--- config.mk ---
export PLATFORM = sky130hd
export DESIGN_NAME = map_loader
export DESIGN_NICKNAME = d
export VERILOG_FILES = /design/src/rtl/maze_pkg.sv /design/src/rtl/map_loader.sv
export SDC_FILE = /design/constraint.sdc
export NUM_CORES = 1
export LEC_CHECK = 0
export ABC_AREA = 0
export CORE_AREA = 4 4 492 494
export DETAILED_ROUTE_END_ITERATION = 12
export DIE_AREA = 0 0 496 498
export SYNTH_ARGS = -nofsm -noshare
export SYNTH_HDL_FRONTEND = slang
export SYNTH_SLANG_ARGS = --single-unit
--- constraint.sdc ---
create_clock -name i_Clk -period 1.85 [get_ports i_Clk]
set_input_delay 0.2775 -clock i_Clk [delete_from_list [all_inputs] [get_ports i_Clk]]
set_output_delay 0.2775 -clock i_Clk [all_outputs]
set_load 0.02 [all_outputs]
--- src/rtl/maze_pkg.sv ---
// Shared maze constants, level codes and loader state type.
// Used by the loader, the draw block and the player-movement block.
package maze_pkg;

  localparam int unsigned MAP_BITS   = 1200;
  localparam int unsigned COLS       = 40;
  localparam int unsigned ROWS       = 30;
  localparam int unsigned MAP_WORDS  = 75;
  localparam int unsigned HDR_PLAYER = 75;
  localparam int unsigned HDR_GOAL   = 76;

  localparam logic [1:0] LV_EZ = 2'd1;
  localparam logic [1:0] LV_MI = 2'd2;
  localparam logic [1:0] LV_HD = 2'd3;

  typedef enum logic [1:0] {
    StIdle,
    StFetch,
    StDone,
    StErr
  } loader_state_e;

  // Header word: X in [10:5], Y in [4:0]; both must land inside the grid.
  function automatic logic hdr_ok(input logic [15:0] word);
    return (word[10:5] < 6'(COLS)) && (word[4:0] < 5'(ROWS));
  endfunction

endpackage

--- src/rtl/map_loader.sv ---
// Streams one maze level out of the level ROM into the map register and
// the player/goal start positions, flagging done or error at the end.
module map_loader #(
  parameter int unsigned DATA_W    = 16,
  parameter int unsigned ADDR_W    = 9,
  parameter int unsigned MAP_WORDS = 75
) (
  input  logic                        i_Clk,
  input  logic                        i_Rst,
  input  logic                        i_Start,
  input  logic [1:0]                  i_Level,
  output logic [ADDR_W-1:0]           o_RomAddr,
  input  logic [DATA_W-1:0]           i_RomData,
  output logic [DATA_W*MAP_WORDS-1:0] o_Map,
  output logic [5:0]                  o_PlayerPos_X,
  output logic [4:0]                  o_PlayerPos_Y,
  output logic [5:0]                  o_GoalPos_X,
  output logic [4:0]                  o_GoalPos_Y,
  output logic                        o_Busy,
  output logic                        o_fLoadDone,
  output logic                        o_fError
);
  import maze_pkg::*;

  localparam int unsigned MapW    = DATA_W * MAP_WORDS;
  localparam logic [6:0]  LastMap = 7'(MAP_WORDS - 1);
  localparam logic [6:0]  WPlayer = 7'(HDR_PLAYER);
  localparam logic [6:0]  WGoal   = 7'(HDR_GOAL);

  loader_state_e         r_state, w_stateNext;
  logic [MapW-1:0]       r_map;
  logic [ADDR_W-1:0]     r_addr;
  logic [6:0]            r_cnt;
  logic [1:0]            r_lvlIdx;
  logic                  r_capValid;
  logic                  r_hdrErr;
  logic [5:0]            r_px, r_gx;
  logic [4:0]            r_py, r_gy;

  logic                  w_accept;
  logic                  w_capture;
  logic                  w_last;
  logic                  w_hdrOk;
  logic [1:0]            w_lvlIdx;
  logic [6:0]            w_cntInc;

  assign w_lvlIdx  = i_Level - 2'd1;
  assign w_cntInc  = r_cnt + 7'd1;
  assign w_capture = (r_state == StFetch) && r_capValid;
  assign w_last    = w_capture && (r_cnt == WGoal);
  assign w_hdrOk   = hdr_ok(i_RomData);

  always_ff @(posedge i_Clk or negedge i_Rst) begin
    if (!i_Rst) begin
      r_state <= StIdle;
    end else begin
      r_state <= w_stateNext;
    end
  end

  always_comb begin
    w_stateNext = r_state;
    w_accept    = 1'b0;
    unique case (r_state)
      StIdle, StDone, StErr: begin
        if (i_Start) begin
          if (i_Level != 2'd0) begin
            w_stateNext = StFetch;
            w_accept    = 1'b1;
          end else begin
            w_stateNext = StErr;
          end
        end
      end
      StFetch: begin
        // Start is ignored here, including on the completing edge.
        if (w_last) begin
          w_stateNext = (r_hdrErr || !w_hdrOk) ? StErr : StDone;
        end
      end
      default: w_stateNext = StIdle;
    endcase
  end

  always_ff @(posedge i_Clk or negedge i_Rst) begin
    if (!i_Rst) begin
      r_map      <= '0;
      r_addr     <= '0;
      r_cnt      <= '0;
      r_lvlIdx   <= '0;
      r_capValid <= 1'b0;
      r_hdrErr   <= 1'b0;
      r_px       <= '0;
      r_py       <= '0;
      r_gx       <= '0;
      r_gy       <= '0;
    end else if (w_accept) begin
      r_lvlIdx   <= w_lvlIdx;
      r_cnt      <= '0;
      r_addr     <= ADDR_W'({w_lvlIdx, 7'd0});
      r_capValid <= 1'b1;
      r_hdrErr   <= 1'b0;
    end else if (w_capture) begin
      if (r_cnt <= LastMap) begin
        r_map <= {r_map[MapW-DATA_W-1:0], i_RomData};
      end else begin
        // Positions are written even when out of range; the flag records it.
        if (r_cnt == WPlayer) begin
          r_px <= i_RomData[10:5];
          r_py <= i_RomData[4:0];
        end else begin
          r_gx <= i_RomData[10:5];
          r_gy <= i_RomData[4:0];
        end
        if (!w_hdrOk) r_hdrErr <= 1'b1;
      end
      if (r_cnt == WGoal) begin
        r_capValid <= 1'b0;
      end else begin
        r_cnt  <= w_cntInc;
        r_addr <= ADDR_W'({r_lvlIdx, w_cntInc});
      end
    end
  end

  assign o_RomAddr     = r_addr;
  assign o_Map         = r_map;
  assign o_PlayerPos_X = r_px;
  assign o_PlayerPos_Y = r_py;
  assign o_GoalPos_X   = r_gx;
  assign o_GoalPos_Y   = r_gy;
  assign o_Busy        = (r_state == StFetch);
  assign o_fLoadDone   = (r_state == StDone);
  assign o_fError      = (r_state == StErr);

endmodule

## Word-level counts from Yosys, hierarchy flattened

Index checks and enable logic that the tools add are counted.

| word-level totals | value |
|---|---|
| output and inout bits | 1234 |
| bits of input ports | 21 |
| word-level logic and storage cells | 67 |
| register bits | 1244 |

| cells by class | value |
|---|---|
| add/sub/neg operators | 2 |
| multiplexer cells | 21 |
| bitwise operators | 3 |
| eq/ne operators | 10 |
| $lt $le $gt $ge | 3 |
| reductions and logical operators | 17 |

Operators by type and width:

| cell | count |
|---|---|
| $mux 9 | 3 |
| $mux 7 | 3 |
| $eq 7x7->1 const B | 2 |
| $mux 1 | 11 |
| $ne 2x2->1 const B | 4 |
| $reduce_and 4->1 | 2 |
| $add 7x1->7 const B | 1 |
| $le 7x7->1 const B | 1 |
| $lt 6x6->1 const B | 1 |
| $mux 2 | 3 |
| $reduce_and 2->1 | 3 |
| $reduce_and 3->1 | 2 |
| $reduce_bool 2->1 | 3 |
| $lt 5x5->1 const B | 1 |
| $eq 2x2->1 const B | 2 |
| $pmux 2 s2 | 1 |
| $logic_and 1x1->1 | 3 |
| $not 1->1 | 3 |
| $reduce_or 3->1 | 1 |
| $eq 2x1->1 const B | 1 |
| $logic_not 2->1 | 1 |
| $ne 2x1->1 const B | 1 |
| $sub 2x1->2 const B | 1 |
| $logic_not 1->1 | 1 |
| $logic_or 1x1->1 | 1 |

## Longest topological paths before layout

| logic depth | value |
|---|---|
| word-level depth | 7 |
| depth in mapped cells | 9 |
| gate-level depth less buffers | 6 |

## Worst setup path after synthesis

Ideal clock, no wire load.

| timing path | value |
|---|---|
| path type | reg-to-reg |
| start | register, netlist name o_RomAddr[0] |
| end | register r_map[210] (netlist: o_Map[210]) |
| cell stages (with the launch flop) | 10 |
| arrival time | 1930 ps |
| required time | 1725 ps |
| setup slack | -205 ps |
| setup time | 125 ps |
| buffers on the path | 3 |
| path through | dfrtp_1 inv_1 ha_1 nand3b_1 nand3_1 a21oi_2 buf_4 buf_6 buf_6 mux2_2 |

RTL lines:

| element | RTL line | RTL |
|---|---|---|
| end signal, assigned | map_loader.sv:105 | `r_map <= {r_map[MapW-DATA_W-1:0], i_RomData};` |
| end, declared | map_loader.sv:31 | `logic [MapW-1:0] r_map;` |

==> impl_metrics.tcl <==
set metrics [dict create \
    yosys-top-cells-count "dfrtp_1 (1237), mux2_2 (1088), mux2_1 (124), buf_6 (111), buf_2 (23)" \
    drive_gt1_share_pct 42.0 \
    hp-class "primary input to asynchronous set/reset pin" \
    io_buffers 1254 \
    cp_top_family "buffers and inverters" \
    grt_pass1_vias 31000 \
    clkLatencyLatePin_ns 0.80 \
    nets 4293 \
    stdcell_area_sq_mm 0.0705 \
    ant_nets 0 \
    slew_headroom_pct 63.7 \
    min_period_ns 2.29 \
    rr_worst_depth 10 \
    synth_nets 2697 \
    grt_overflow 0 \
    hpwlAfterDp_microns 147000 \
    p_per_area_mw_per_mm2 1800 \
    root_buffer "clkbuf_16" \
    drv_slew 0 \
    fp-row-count 179 \
    async_flop_share_pct 100 \
    cp_max_fo 17 \
    cp_slowest_cell "dfrtp_2" \
    yosysWarnings 0 \
    start_util_pct 19.6 \
    grt_pass1_wl_microns 254000 \
    wire_per_inst_microns 24.4 \
    core_area_sq_mm 0.237 \
    max-clock-path-buffers 3 \
    ir_drop_mv 1.20 \
    netlist_instances 2672 \
    critPathMaxStageDelay_ns 0.41 \
    vias_per_cell 3.93 \
    finalClockSkew_ns 0.0628 \
    critPathRequiredTime_ns 2.49 \
    grt_max_degree 79 \
    cp_num_buf_inv 5 \
    final-hold-violation-count 0 \
    dp.cells 7233 \
    synth_top_area_share_pct 66.4 \
    synth.avg_cell_area_sq_um 17.4 \
    synth.most_common_cell "dfrtp_1" \
    arrival_ns 2.93 \
    grt_antenna_before_repair 15 \
    tritoncts "yes" \
    leakage_uw 0.0321 \
    placed_cell_area_sq_mm 0.0646 \
    htreeDepth 4 \
    gp_congestion 0.881 \
    drc 0 \
    drtIter0Drc 1284 \
    setup_viol 2333 \
    design.die.area_sq_mm 0.247 \
    path_cells "inv_2 > ha_4 > nand3b_1 > nand3_2 > a21oi_4 > buf_6 > buf_16 > buf_12 > clkbuf_16 > mux2_2" \
    cp.depth 10 \
    syn_area_sq_mm 0.0466 \
    synth-edff-count 0 \
    numCtsBuffers 142 \
    ys_ff_latch 1237 \
    grt_usage_pct 14.4 \
    fin_ws_ns -0.436 \
    path_class "flop to flop" \
    drv_cap 0 \
    synth_cell_types 40 \
    max_freq_mhz 437 \
    period_share_pct 124 \
    vias 29700 \
    wl_microns 184000 \
    failed_checks "negative setup slack" \
    clock-sinks 1237 \
    yosysTopAreaCell "dfrtp_1" \
    path_clk_slew_ns 0.06 \
    first_pass_iters 4 \
    area_growth_pct 51.3 \
    end_kind "flop" \
    die_h_microns 498 \
    ys.flop_type "dfrtp_1" \
    synth_sequential_area_ratio_pct 66.4 \
    io_pins 1255 \
    synth.area.top_cells "dfrtp_1 (66%), mux2_2 (26%), mux2_1 (3.0%)" \
    tightest_slew_ns 0.545 \
    die_w_microns 496 \
    status "finished, violations left" \
    startpoint_type "flop" \
    grt_setup_unrepaired "yes" \
    layoutNonFillerInstCount 7555 \
]
cells by family after synthesis:
family | after synthesis | synth area share, %
flops | 1237 | 66.4
buf+inv | 144 | 3.02
mux | 1225 | 29.7
fa+ha+maj | 4 | 0.107
simple gates | 41 | 0.478
xor+xnor | 3 | 0.0564
compound gates | 18 | 0.276
final timing paths:
check                              start           to  slack (ns)
max reg2reg                 o_RomAddr[0]  o_Map[1058]       -0.44
min reg2reg                   o_Map[184]   o_Map[200]        0.46
min in group i_Clk         i_RomData[12]    o_Map[12]        0.10
max in group asynchronous          i_Rst   o_Map[904]        0.82
min                                i_Rst    o_Map[94]        0.05
max                         o_RomAddr[0]  o_Map[1058]       -0.44
layout by cell type, fill, tap and decap left out, drive strengths merged, types with 5 or more instances in the layout:
master	n
o21ai	7
clkdlybuf4s50	1134
clkinv	26
clkbuf	210
diode	11
buf	434
nand2	14
mux2	1222
dfrtp	1237
inv	17
clkinvlp	5
bufinv	13
through the flow:
| stage | setup TNS [ns] | hold WS (ns) | power [uW] | util, % | setup slack (ns) |
|---|---|---|---|---|---|
| final | -667.73 | 0.0547 | 127000 | 29.7 | -0.436 |
| after global routing | -921.94 | 0.0209 | 132000 | 29.7 | -0.534 |
| after CTS | -826.44 | 0.00139 | 126000 | 29.4 | -0.475 |
| after detailed placement | -406.64 | 0.193 | 94100 | 27.2 | -0.434 |
| after global placement | -460.78 | 0.196 | 93500 | 27.2 | -0.473 |
| after floorplan | -125.66 | -0.0181 | 69600 | - | -0.121 |
power breakdown:
group / internal (uW) / switching [uW] / total (uW)
clock: 17400 / 12300 / 29700
sequential: 33800 / 6530 / 40300
combinational: 29900 / 26700 / 56600
total: 81100 / 45600 / 127000
state kept, by name (all words and copies together) (netlist names):
register,cells
o_PlayerPos_Y,5
r_state,2
o_Map,1200
o_GoalPos_X,6
o_GoalPos_Y,5
r_lvlIdx,2
o_PlayerPos_X,6
o_RomAddr,9
r_capValid,1
r_hdrErr,1
repair_timing:
item                                    CTS  global route
setup buffers                            18            21
resized for setup                       543            65
cloned                                    6            10
hold buffers                              3             0
endpoints found under the hold margin   958             0
setup endpoints to repair              2443          2362
final cells by class:
class | instances | area (sq um)
antenna | 11 | 27.5
clock buffer | 200 | 4040
clock inverter | 53 | 983
fill | 23900 | 167000
inverter | 8 | 30.0
multi-input combinational | 1291 | 14400
sequential | 1237 | 31000
tap | 3167 | 3960
timing repair buffer | 1588 | 16000
metal layers:
layer	vias to the layer above	global-route usage, %	share of wire (%)
li1	12800	-	-
met1	15800	17.7	41
met2	934	24.0	49
met3	222	4.38	7.3
met4	0	4.45	2.9
met5	-	0	0
(Power assumes the default switching activity.)
